File: config.mk
export PLATFORM = sky130hd
export DESIGN_NAME = id_stage_flat
export DESIGN_NICKNAME = d
export VERILOG_FILES = /design/src/rtl/id_stage_if.sv /design/src/rtl/id_stage.sv /design/src/flat_wrapper.sv
export SDC_FILE = /design/constraint.sdc
export NUM_CORES = 1
export LEC_CHECK = 0
export ABC_AREA = 1
export BUFFER_PORTS_ARGS = -buffer_cell sky130_fd_sc_hd__buf_2
export CORE_UTILIZATION = 32
export CTS_CLUSTER_SIZE = 20
export DETAILED_ROUTE_END_ITERATION = 10
export GPL_TIMING_DRIVEN = 1
export HOLD_SLACK_MARGIN = 0.03
export MAX_ROUTING_LAYER = met4
export SYNTH_ARGS = -nofsm -noshare
export SYNTH_HDL_FRONTEND = slang
export SYNTH_SLANG_ARGS = --single-unit
File: constraint.sdc
create_clock -name clk -period 2.73 [get_ports clk]
set_input_delay 0.1365 -clock clk [delete_from_list [all_inputs] [get_ports clk]]
set_output_delay 0.1365 -clock clk [all_outputs]
set_load 0.01 [all_outputs]
File: src/rtl/id_stage_if.sv
// Decode-stage bus bundle: fetch request, writeback retire, register file
// read addresses and the registered execute bundle.
interface id_stage_if #(
  parameter int ADDR_WIDTH = 4,
  parameter int FULLW      = 32
);
  // fetch side
  logic                  instr_valid;
  logic [FULLW-1:0]      instr;
  logic [FULLW-1:0]      instr_addr;
  logic                  instr_ready;
  logic                  flush;
  // writeback retire
  logic                  wb_valid;
  logic [ADDR_WIDTH-1:0] wb_addr;
  // register file read addresses
  logic [ADDR_WIDTH-1:0] rf_in1;
  logic [ADDR_WIDTH-1:0] rf_in2;
  // execute bundle
  logic                  ex_valid;
  logic                  ex_ready;
  logic [3:0]            ex_cond;
  logic [3:0]            ex_op;
  logic                  ex_setflags;
  logic [ADDR_WIDTH-1:0] ex_rd;
  logic                  ex_we;
  logic [FULLW-1:0]      ex_imm;
  logic                  ex_use_imm;
  logic [7:0]            ex_shift;
  logic                  ex_is_mem;
  logic                  ex_is_load;
  logic                  ex_mem_up;
  logic                  ex_mem_byte;
  logic                  ex_is_branch;
  logic                  ex_link;
  logic                  ex_undef;
  logic [FULLW-1:0]      ex_pc;

  // decode stage view
  modport slave (
    input  instr_valid, instr, instr_addr, flush, wb_valid, wb_addr, ex_ready,
    output instr_ready, rf_in1, rf_in2, ex_valid, ex_cond, ex_op, ex_setflags,
           ex_rd, ex_we, ex_imm, ex_use_imm, ex_shift, ex_is_mem, ex_is_load,
           ex_mem_up, ex_mem_byte, ex_is_branch, ex_link, ex_undef, ex_pc
  );

  // surrounding pipeline view (fetch, writeback, execute)
  modport master (
    output instr_valid, instr, instr_addr, flush, wb_valid, wb_addr, ex_ready,
    input  instr_ready, rf_in1, rf_in2, ex_valid, ex_cond, ex_op, ex_setflags,
           ex_rd, ex_we, ex_imm, ex_use_imm, ex_shift, ex_is_mem, ex_is_load,
           ex_mem_up, ex_mem_byte, ex_is_branch, ex_link, ex_undef, ex_pc
  );
endinterface

File: src/rtl/id_stage.sv
// ARM instruction decode stage: drives register file read addresses,
// decodes into a registered execute bundle and stalls fetch on RAW/WAW
// hazards against a scoreboard of outstanding register writes.
module id_stage #(
  parameter int ADDR_WIDTH = 4,
  parameter int FULLW      = 32
) (
  input logic      clk,
  input logic      reset,
  id_stage_if.slave bus
);

  localparam int                    NREG   = 1 << ADDR_WIDTH;
  localparam logic [ADDR_WIDTH-1:0] PC_REG = ADDR_WIDTH'(NREG - 1);
  localparam logic [ADDR_WIDTH-1:0] LR_REG = ADDR_WIDTH'(NREG - 2);
  localparam logic [3:0]            OP_ADD = 4'b0100;

  typedef struct packed {
    logic [3:0]            cond;
    logic [3:0]            op;
    logic                  setflags;
    logic [ADDR_WIDTH-1:0] rd;
    logic                  we;
    logic [FULLW-1:0]      imm;
    logic                  use_imm;
    logic [7:0]            shift;
    logic                  is_mem;
    logic                  is_load;
    logic                  mem_up;
    logic                  mem_byte;
    logic                  is_branch;
    logic                  link;
    logic                  undef;
    logic [FULLW-1:0]      pc;
  } bundle_t;

  // registered state
  bundle_t               ex_q;
  logic                  ex_valid_q, ex_valid_d;
  logic [ADDR_WIDTH-1:0] rs1_q, rs2_q;
  logic [NREG-2:0]       pend_q, pend_d;

  // decode results
  bundle_t               dec;
  logic                  d_u1, d_u2, d_u3;
  logic [ADDR_WIDTH-1:0] d_r1, d_r2, d_r3;
  logic [5:0]            rot;
  logic [FULLW-1:0]      imm8;
  logic [FULLW-1:0]      dp_imm;

  logic [NREG-1:0]       pend_all;
  logic                  src_hz, wr_hz, hazard, out_stall, ready, accept;
  logic [ADDR_WIDTH-1:0] src1, src2;

  // rotated DP immediate: imm8 rotated right by twice the rotate field
  always_comb begin
    rot    = {instr_rot(bus.instr), 1'b0};
    imm8   = {{(FULLW-8){1'b0}}, bus.instr[7:0]};
    dp_imm = (imm8 >> rot) | (imm8 << (6'd32 - rot));
  end

  function automatic logic [3:0] instr_rot(input logic [FULLW-1:0] w);
    return w[11:8];
  endfunction

  // combinational decode of the presented instruction and its source set
  always_comb begin
    dec      = '0;
    d_u1     = 1'b0;
    d_u2     = 1'b0;
    d_u3     = 1'b0;
    d_r1     = '0;
    d_r2     = '0;
    d_r3     = '0;
    dec.cond = bus.instr[31:28];
    dec.pc   = bus.instr_addr;
    if (bus.instr[31:28] == 4'hF) begin
      dec.undef = 1'b1;
    end else begin
      unique case (bus.instr[27:25])
        3'b000, 3'b001: begin
          dec.op       = bus.instr[24:21];
          dec.setflags = bus.instr[20];
          dec.rd       = bus.instr[15:12];
          // compare/test opcodes (TST..CMN) produce flags only
          dec.we       = (bus.instr[24:23] != 2'b10);
          // MOV/MVN ignore Rn
          d_u1         = !(bus.instr[24:21] == 4'b1101 || bus.instr[24:21] == 4'b1111);
          d_r1         = bus.instr[19:16];
          if (bus.instr[25]) begin
            dec.use_imm = 1'b1;
            dec.imm     = dp_imm;
          end else begin
            d_u2      = 1'b1;
            d_r2      = bus.instr[3:0];
            dec.shift = bus.instr[11:4];
          end
        end
        3'b010, 3'b011: begin
          dec.op       = OP_ADD;
          dec.is_mem   = 1'b1;
          dec.is_load  = bus.instr[20];
          dec.mem_up   = bus.instr[23];
          dec.mem_byte = bus.instr[22];
          dec.rd       = bus.instr[15:12];
          dec.we       = bus.instr[20];
          dec.imm      = {{(FULLW-12){1'b0}}, bus.instr[11:0]};
          dec.use_imm  = ~bus.instr[25];
          d_u1         = 1'b1;
          d_r1         = bus.instr[19:16];
          if (bus.instr[25]) dec.shift = bus.instr[11:4];
          if (bus.instr[20]) begin
            d_u2 = bus.instr[25];
            d_r2 = bus.instr[3:0];
          end else begin
            // store data takes port 2; a register offset is still
            // hazard-checked so it cannot be read stale by execute
            d_u2 = 1'b1;
            d_r2 = bus.instr[15:12];
            d_u3 = bus.instr[25];
            d_r3 = bus.instr[3:0];
          end
        end
        3'b101: begin
          dec.op        = OP_ADD;
          dec.is_branch = 1'b1;
          dec.use_imm   = 1'b1;
          dec.imm       = {{(FULLW-26){bus.instr[23]}}, bus.instr[23:0], 2'b00};
          if (bus.instr[24]) begin
            dec.link = 1'b1;
            dec.rd   = LR_REG;
            dec.we   = 1'b1;
          end
        end
        default: dec.undef = 1'b1;
      endcase
    end
  end

  // hazard detection against the registered scoreboard only
  always_comb begin
    pend_all  = {1'b0, pend_q};
    src_hz    = (d_u1 & pend_all[d_r1]) | (d_u2 & pend_all[d_r2]) |
                (d_u3 & pend_all[d_r3]);
    wr_hz     = dec.we & pend_all[dec.rd];
    hazard    = bus.instr_valid & (src_hz | wr_hz);
    out_stall = ex_valid_q & ~bus.ex_ready;
    ready     = ~reset & ~hazard & ~bus.flush & ~out_stall;
    accept    = bus.instr_valid & ready;
    src1      = d_u1 ? d_r1 : '0;
    src2      = d_u2 ? d_r2 : '0;
  end

  // scoreboard update: retire and flush clear first, a new accept sets last
  always_comb begin
    pend_d = pend_q;
    if (bus.wb_valid && bus.wb_addr != PC_REG)
      pend_d[bus.wb_addr] = 1'b0;
    if (bus.flush && ex_valid_q && ex_q.we && ex_q.rd != PC_REG)
      pend_d[ex_q.rd] = 1'b0;
    if (accept && dec.we && dec.rd != PC_REG)
      pend_d[dec.rd] = 1'b1;
  end

  // execute bundle valid: flush kills, accept loads, consume drains
  always_comb begin
    ex_valid_d = ex_valid_q;
    if (bus.flush)        ex_valid_d = 1'b0;
    else if (accept)      ex_valid_d = 1'b1;
    else if (bus.ex_ready) ex_valid_d = 1'b0;
  end

  // state registers; bundle and held sources only change on accept
  always_ff @(posedge clk) begin
    if (reset) begin
      ex_q       <= '0;
      ex_valid_q <= 1'b0;
      rs1_q      <= '0;
      rs2_q      <= '0;
      pend_q     <= '0;
    end else begin
      ex_valid_q <= ex_valid_d;
      pend_q     <= pend_d;
      if (accept) begin
        ex_q  <= dec;
        rs1_q <= src1;
        rs2_q <= src2;
      end
    end
  end

  // read addresses track the held bundle so the registered RF outputs
  // stay aligned with ex_* while execute stalls
  assign bus.instr_ready  = ready;
  assign bus.rf_in1       = accept ? src1 : rs1_q;
  assign bus.rf_in2       = accept ? src2 : rs2_q;
  assign bus.ex_valid     = ex_valid_q;
  assign bus.ex_cond      = ex_q.cond;
  assign bus.ex_op        = ex_q.op;
  assign bus.ex_setflags  = ex_q.setflags;
  assign bus.ex_rd        = ex_q.rd;
  assign bus.ex_we        = ex_q.we;
  assign bus.ex_imm       = ex_q.imm;
  assign bus.ex_use_imm   = ex_q.use_imm;
  assign bus.ex_shift     = ex_q.shift;
  assign bus.ex_is_mem    = ex_q.is_mem;
  assign bus.ex_is_load   = ex_q.is_load;
  assign bus.ex_mem_up    = ex_q.mem_up;
  assign bus.ex_mem_byte  = ex_q.mem_byte;
  assign bus.ex_is_branch = ex_q.is_branch;
  assign bus.ex_link      = ex_q.link;
  assign bus.ex_undef     = ex_q.undef;
  assign bus.ex_pc        = ex_q.pc;

endmodule
File: src/flat_wrapper.sv
// flat-port wrapper written by rule: the top's interface ports become plain ports
module id_stage_flat 
#(
  parameter int ADDR_WIDTH = 4,
  parameter int FULLW      = 32
)
  (clk, reset, bus_instr_valid, bus_instr, bus_instr_addr, bus_flush, bus_wb_valid, bus_wb_addr, bus_ex_ready, bus_instr_ready, bus_rf_in1, bus_rf_in2, bus_ex_valid, bus_ex_cond, bus_ex_op, bus_ex_setflags, bus_ex_rd, bus_ex_we, bus_ex_imm, bus_ex_use_imm, bus_ex_shift, bus_ex_is_mem, bus_ex_is_load, bus_ex_mem_up, bus_ex_mem_byte, bus_ex_is_branch, bus_ex_link, bus_ex_undef, bus_ex_pc);
  id_stage_if #(.ADDR_WIDTH(ADDR_WIDTH), .FULLW(FULLW)) bus_i ();
  input logic clk;
  input logic reset;
  input wire logic [$bits(bus_i.instr_valid)-1:0] bus_instr_valid;
  input wire logic [$bits(bus_i.instr)-1:0] bus_instr;
  input wire logic [$bits(bus_i.instr_addr)-1:0] bus_instr_addr;
  input wire logic [$bits(bus_i.flush)-1:0] bus_flush;
  input wire logic [$bits(bus_i.wb_valid)-1:0] bus_wb_valid;
  input wire logic [$bits(bus_i.wb_addr)-1:0] bus_wb_addr;
  input wire logic [$bits(bus_i.ex_ready)-1:0] bus_ex_ready;
  output wire logic [$bits(bus_i.instr_ready)-1:0] bus_instr_ready;
  output wire logic [$bits(bus_i.rf_in1)-1:0] bus_rf_in1;
  output wire logic [$bits(bus_i.rf_in2)-1:0] bus_rf_in2;
  output wire logic [$bits(bus_i.ex_valid)-1:0] bus_ex_valid;
  output wire logic [$bits(bus_i.ex_cond)-1:0] bus_ex_cond;
  output wire logic [$bits(bus_i.ex_op)-1:0] bus_ex_op;
  output wire logic [$bits(bus_i.ex_setflags)-1:0] bus_ex_setflags;
  output wire logic [$bits(bus_i.ex_rd)-1:0] bus_ex_rd;
  output wire logic [$bits(bus_i.ex_we)-1:0] bus_ex_we;
  output wire logic [$bits(bus_i.ex_imm)-1:0] bus_ex_imm;
  output wire logic [$bits(bus_i.ex_use_imm)-1:0] bus_ex_use_imm;
  output wire logic [$bits(bus_i.ex_shift)-1:0] bus_ex_shift;
  output wire logic [$bits(bus_i.ex_is_mem)-1:0] bus_ex_is_mem;
  output wire logic [$bits(bus_i.ex_is_load)-1:0] bus_ex_is_load;
  output wire logic [$bits(bus_i.ex_mem_up)-1:0] bus_ex_mem_up;
  output wire logic [$bits(bus_i.ex_mem_byte)-1:0] bus_ex_mem_byte;
  output wire logic [$bits(bus_i.ex_is_branch)-1:0] bus_ex_is_branch;
  output wire logic [$bits(bus_i.ex_link)-1:0] bus_ex_link;
  output wire logic [$bits(bus_i.ex_undef)-1:0] bus_ex_undef;
  output wire logic [$bits(bus_i.ex_pc)-1:0] bus_ex_pc;
  assign bus_i.instr_valid = bus_instr_valid;
  assign bus_i.instr = bus_instr;
  assign bus_i.instr_addr = bus_instr_addr;
  assign bus_i.flush = bus_flush;
  assign bus_i.wb_valid = bus_wb_valid;
  assign bus_i.wb_addr = bus_wb_addr;
  assign bus_i.ex_ready = bus_ex_ready;
  assign bus_instr_ready = bus_i.instr_ready;
  assign bus_rf_in1 = bus_i.rf_in1;
  assign bus_rf_in2 = bus_i.rf_in2;
  assign bus_ex_valid = bus_i.ex_valid;
  assign bus_ex_cond = bus_i.ex_cond;
  assign bus_ex_op = bus_i.ex_op;
  assign bus_ex_setflags = bus_i.ex_setflags;
  assign bus_ex_rd = bus_i.ex_rd;
  assign bus_ex_we = bus_i.ex_we;
  assign bus_ex_imm = bus_i.ex_imm;
  assign bus_ex_use_imm = bus_i.ex_use_imm;
  assign bus_ex_shift = bus_i.ex_shift;
  assign bus_ex_is_mem = bus_i.ex_is_mem;
  assign bus_ex_is_load = bus_i.ex_is_load;
  assign bus_ex_mem_up = bus_i.ex_mem_up;
  assign bus_ex_mem_byte = bus_i.ex_mem_byte;
  assign bus_ex_is_branch = bus_i.ex_is_branch;
  assign bus_ex_link = bus_i.ex_link;
  assign bus_ex_undef = bus_i.ex_undef;
  assign bus_ex_pc = bus_i.ex_pc;
  id_stage #(.ADDR_WIDTH(ADDR_WIDTH), .FULLW(FULLW)) u_core (.clk(clk), .reset(reset), .bus(bus_i));
endmodule
==> flow_metrics.py <==
metrics = {
    "run_status": {
        "run_status": "finished, final reports clean",
    },
    "timing": {
        "fin_worst_skew_ns": 0.00819,
        "max_slew_margin_pct": 54.8,
        "finalWorstPathRequiredPeriod_ns": 2.53,
        "slew_viol_final": 0,
        "rsz0062_at_grt": "true",
        "fin_hold_ws_ns": 0.0545,
        "worstMarginPinSlew_ns": 0.678,
        "fmax_mhz": 395,
        "final_hold_viol_count": 0,
        "setup_slack_ns": 0.201,
        "report.final.setup_viol": 0,
        "timing.final.crit_share_pct": 92.6,
    },
    "worst_setup_path": {
        "timing.critical_path.slowest_cell_delay_ns": 0.21,
        "worstRegToRegCells": 11,
        "cp_cell_sequence": "buf_2 > nand2_2 > nor2_8 > inv_4 > buf_4 > nand2_4 > nand2_1 > o21ai_1 > nand2_1 > nand3_1 > nand3_1 > nand3_1 > nand3_2 > nor2_4 > nand3_4 > buf_12 > o21ai_0 > inv_1 > buf_2",
        "critical-path-slowest-cell": "sky130_fd_sc_hd__o21ai_0",
        "maximum_fanout_count_along_the_critical_path": 17,
        "critPathLaunch": "bus_instr[31]",
        "worst-endpoint-arrival_ns": 2.39,
        "crit_type": "in2out",
        "rr_startpoint": "u_core.pend_q[3]$_SDFF_PP0_",
        "critPathMostFrequentCell": "sky130_fd_sc_hd__nand3_1",
        "cp.required_ns": 2.59,
        "timing.critical_path.to": "bus_rf_in1[1]",
        "worstSetupStartpointType": "input pin",
        "reg_to_reg_critical_path_endpoint": "u_core.bus.ex_valid$_SDFFE_PP0P_",
        "end_kind": "primary output",
        "r2r_slack_ns": 0.34,
    },
    "cells_and_area": {
        "layout.nets": 1411,
        "layout_commonest_cell": "sky130_fd_sc_hd__nand2_1",
        "drive_gt1_share_pct": 20.7,
        "synthToLayoutAreaGrowth_pct": 32.8,
        "layout.cell_area.non_filler_mm2": 0.00916,
        "layout_common_cells": "sky130_fd_sc_hd__nand2_1 (323), sky130_fd_sc_hd__buf_2 (176), sky130_fd_sc_hd__nor2_1 (143)",
        "fill_cells": 2315,
    },
    "flow_run": {
        "max_capacitance_violation_count": 0,
    },
    "yosys": {
        "flop_and_latch_count_out_of_synthesis": 118,
        "postSynth.topFlopCell": "sky130_fd_sc_hd__dfxtp_1",
        "synth_area_leaders": "sky130_fd_sc_hd__dfxtp_1 (34%), sky130_fd_sc_hd__nand2_1 (18%), sky130_fd_sc_hd__a21oi_1 (9.4%)",
        "count_of_distinct_cell_types_in_the_synthesized_netlist": 42,
        "mappedNetlistNets": 1199,
        "yosys.area.top_type": "sky130_fd_sc_hd__dfxtp_1",
        "post_synth_edffs": 0,
        "async_reset_ff_share_pct": 0,
        "synth.cell_area_mm2": 0.00689,
        "yosysSeqAreaShare_pct": 34.3,
        "postSynthAreaPerCell_um2": 6.13,
        "netlist.area_leader.share_pct": 34.3,
        "syn-instance-count": 1124,
        "ys_warn_count": 0,
    },
    "floorplan": {
        "die_w_um": 149,
        "rows": 53,
        "design.die.area_mm2": 0.0221,
        "floorplan.initialDensity_pct": 32.7,
        "io-pin-count": 178,
        "die_span_y_um": 149,
        "coreArea_mm2": 0.0211,
    },
    "routing": {
        "drc_errors": 0,
        "dr.first_iter.drc_count": 605,
        "avgViaCountPerCell": 4.91,
        "drt-total-wl_um": 25400,
        "routed.top_layer": "met4",
        "dr_wl_met2_um": 11100,
        "dr_total_vias": 7984,
        "wl_met3_um": 2210,
        "dr.pass1.iters": 5,
        "wl_met1_um": 11800,
        "post_drt_wl_per_cell_um": 15.6,
        "antenna_left": 0,
    },
    "cts": {
        "cts_tree": "done",
        "ctsHtreeMaxLevel": 4,
        "clock_path_buffers": 2,
        "clkTransAtPathRegs_ns": 0.06,
        "clk_latency_ns": 0.42,
        "numCtsBuffers": 17,
        "numClockSinks": 118,
        "clk_root_buffer_cell": "sky130_fd_sc_hd__clkbuf_16",
    },
    "worst_hold_path": {
        "min_path_type": "in2reg",
    },
    "global_routing": {
        "grt_antenna_before_repair": 2,
        "grt_pass1_vias": 7420,
        "grt_max_degree": 65,
        "grt_overflow": 0,
        "grtUsageTotal_pct": 23.8,
        "wire_length_of_the_first_global_routing_pass_um": 39800,
    },
    "power": {
        "power_density_relative_to_cell_area_mw_per_mm2": 518,
        "power.leakage_nw": 4.27,
        "vdd_ir_drop_max_mv": 0.401,
    },
    "place": {
        "io_buffers": 177,
        "routabilityCongestion": 0.977,
        "detailedPlacementHpwl_um": 18900,
        "pre_cts_slack_ns": 0.0973,
        "placed_cell_area_mm2": 0.00817,
    },
}
[state kept, by name, indices dropped and copies added (netlist names)]
signal / cells
u_core.bus.ex_use_imm: 1
u_core.bus.ex_rd: 4
u_core.rs1_q: 4
u_core.bus.ex_we: 1
u_core.bus.ex_undef: 1
u_core.bus.ex_shift: 8
u_core.bus.ex_setflags: 1
u_core.bus.ex_pc: 32
u_core.bus.ex_valid: 1
u_core.bus.ex_mem_byte: 1
u_core.rs2_q: 4
u_core.bus.ex_is_branch: 1
u_core.bus.ex_is_load: 1
u_core.bus.ex_op: 4
u_core.pend_q: 15
u_core.bus.ex_cond: 4
u_core.bus.ex_is_mem: 1
u_core.bus.ex_mem_up: 1
u_core.bus.ex_imm: 32
u_core.bus.ex_link: 1
[metal layers]
| layer | global-route usage, % | up-vias |
|---|---|---|
| li1 | - | 4039 |
| met1 | 31.3 | 3600 |
| met2 | 35.7 | 321 |
| met3 | 6.45 | 24 |
| met4 | 6.63 | 0 |
| met5 | - | - |
[cells by family (layout without fill, tap and decap cells)]
| family | after synthesis | after routing | synth area share [%] |
|---|---|---|---|
| AO/OA/AOI/OAI | 228 | 228 | 17.8 |
| XOR/XNOR | 1 | 1 | 0.127 |
| adder cells (fa/ha/maj) | 1 | 1 | 0.181 |
| buffers and inverters | 176 | 401 | 10.7 |
| flip-flops | 118 | 118 | 34.3 |
| other | 0 | 2 | 0 |
| AND/OR/NAND/NOR | 600 | 600 | 36.9 |
[worst max-delay path: cells and delay by family]
| family | cells | cell delay, ns |
|---|---|---|
| buffers and inverters | 6 | 0.88 |
| AOI/OAI and AO/OA | 2 | 0.29 |
| and+or+nand+nor | 11 | 1.09 |
[worst min-delay path by stage]
| stage | cells past startpoint | slack (ns) | start | end |
|---|---|---|---|---|
| floorplan | 2 | 0.28 | bus_instr[28] | u_core.bus.ex_cond[0]$_SDFFE_PP0N_ |
| global placement | 3 | 0.38 | bus_instr_addr[6] | u_core.bus.ex_pc[6]$_SDFFE_PP0N_ |
| detailed placement | 3 | 0.39 | bus_instr_addr[29] | u_core.bus.ex_pc[29]$_SDFFE_PP0N_ |
| CTS | 3 | 0.03 | bus_instr[31] | u_core.bus.ex_cond[3]$_SDFFE_PP0N_ |
| global route | 3 | 0.08 | bus_instr[31] | u_core.bus.ex_cond[3]$_SDFFE_PP0N_ |
| finish | 3 | 0.05 | bus_instr[31] | u_core.bus.ex_cond[3]$_SDFFE_PP0N_ |
[report_power, final]
part / switching (mW) / total (mW) / internal (mW)
combinational: 0.512 / 0.796 / 0.284
clock: 0.895 / 2.17 / 1.27
sequential: 0.0215 / 1.78 / 1.76
total: 1.43 / 4.75 / 3.32
[cell type report]
type / count / area (um2) / share of cell area [%]
clock inverter: 15 / 143 / 1.56
timing repair buffer: 250 / 1610 / 17.5
clock buffer: 17 / 425 / 4.65
inverter: 119 / 449 / 4.91
antenna: 2 / 5.00 / 0.0547
multi-input combinational: 830 / 3820 / 41.7
tap: 275 / 344 / 3.76
sequential: 118 / 2360 / 25.8
[what timing repair did]
| item | 4_1_cts | 5_1_grt |
|---|---|---|
| setup endpoints to repair | 0 | 9 |
| buffers inserted | 0 | 1 |
| endpoints found under the hold margin | 36 | 0 |
| hold buffers | 38 | 0 |
| gates resized for setup | 0 | 14 |
[metrics by stage]
stage               total power, mW  utilization, %  TNS [ns]  instances
floorplan                      2.27               -         0       1124
global placement               2.56            38.8         0       1553
detailed placement             2.56            38.8         0       1553
CTS                            4.79            43.3         0       1623
global route                   4.94            43.4   -0.0564       1626
finish                         4.75            43.4         0       1626
[synth_stat cells (3+ instances only)]
library cell and n:
sky130_fd_sc_hd__or2_0 10, sky130_fd_sc_hd__nand3_2 3, sky130_fd_sc_hd__inv_1 110, sky130_fd_sc_hd__nand2_4 3, sky130_fd_sc_hd__nor2_2 6, sky130_fd_sc_hd__o22ai_1 6
sky130_fd_sc_hd__buf_6 4, sky130_fd_sc_hd__nor2_4 3, sky130_fd_sc_hd__buf_2 16, sky130_fd_sc_hd__clkbuf_1 29, sky130_fd_sc_hd__a221oi_1 3, sky130_fd_sc_hd__a21oi_1 129
sky130_fd_sc_hd__nand3b_1 3, sky130_fd_sc_hd__nor2_1 144, sky130_fd_sc_hd__a22oi_1 8, sky130_fd_sc_hd__nor3_1 19, sky130_fd_sc_hd__nand2_1 324, sky130_fd_sc_hd__a31oi_1 3
sky130_fd_sc_hd__or2_2 3, sky130_fd_sc_hd__dfxtp_1 118, sky130_fd_sc_hd__o21ai_1 5, sky130_fd_sc_hd__inv_2 7, sky130_fd_sc_hd__buf_4 7, sky130_fd_sc_hd__nand3_1 70
sky130_fd_sc_hd__o221ai_1 4, sky130_fd_sc_hd__nand2_2 4, sky130_fd_sc_hd__o211ai_1 4, sky130_fd_sc_hd__o21ai_0 59, sky130_fd_sc_hd__nand4_1 4
Power figures use the tool's default switching activity.
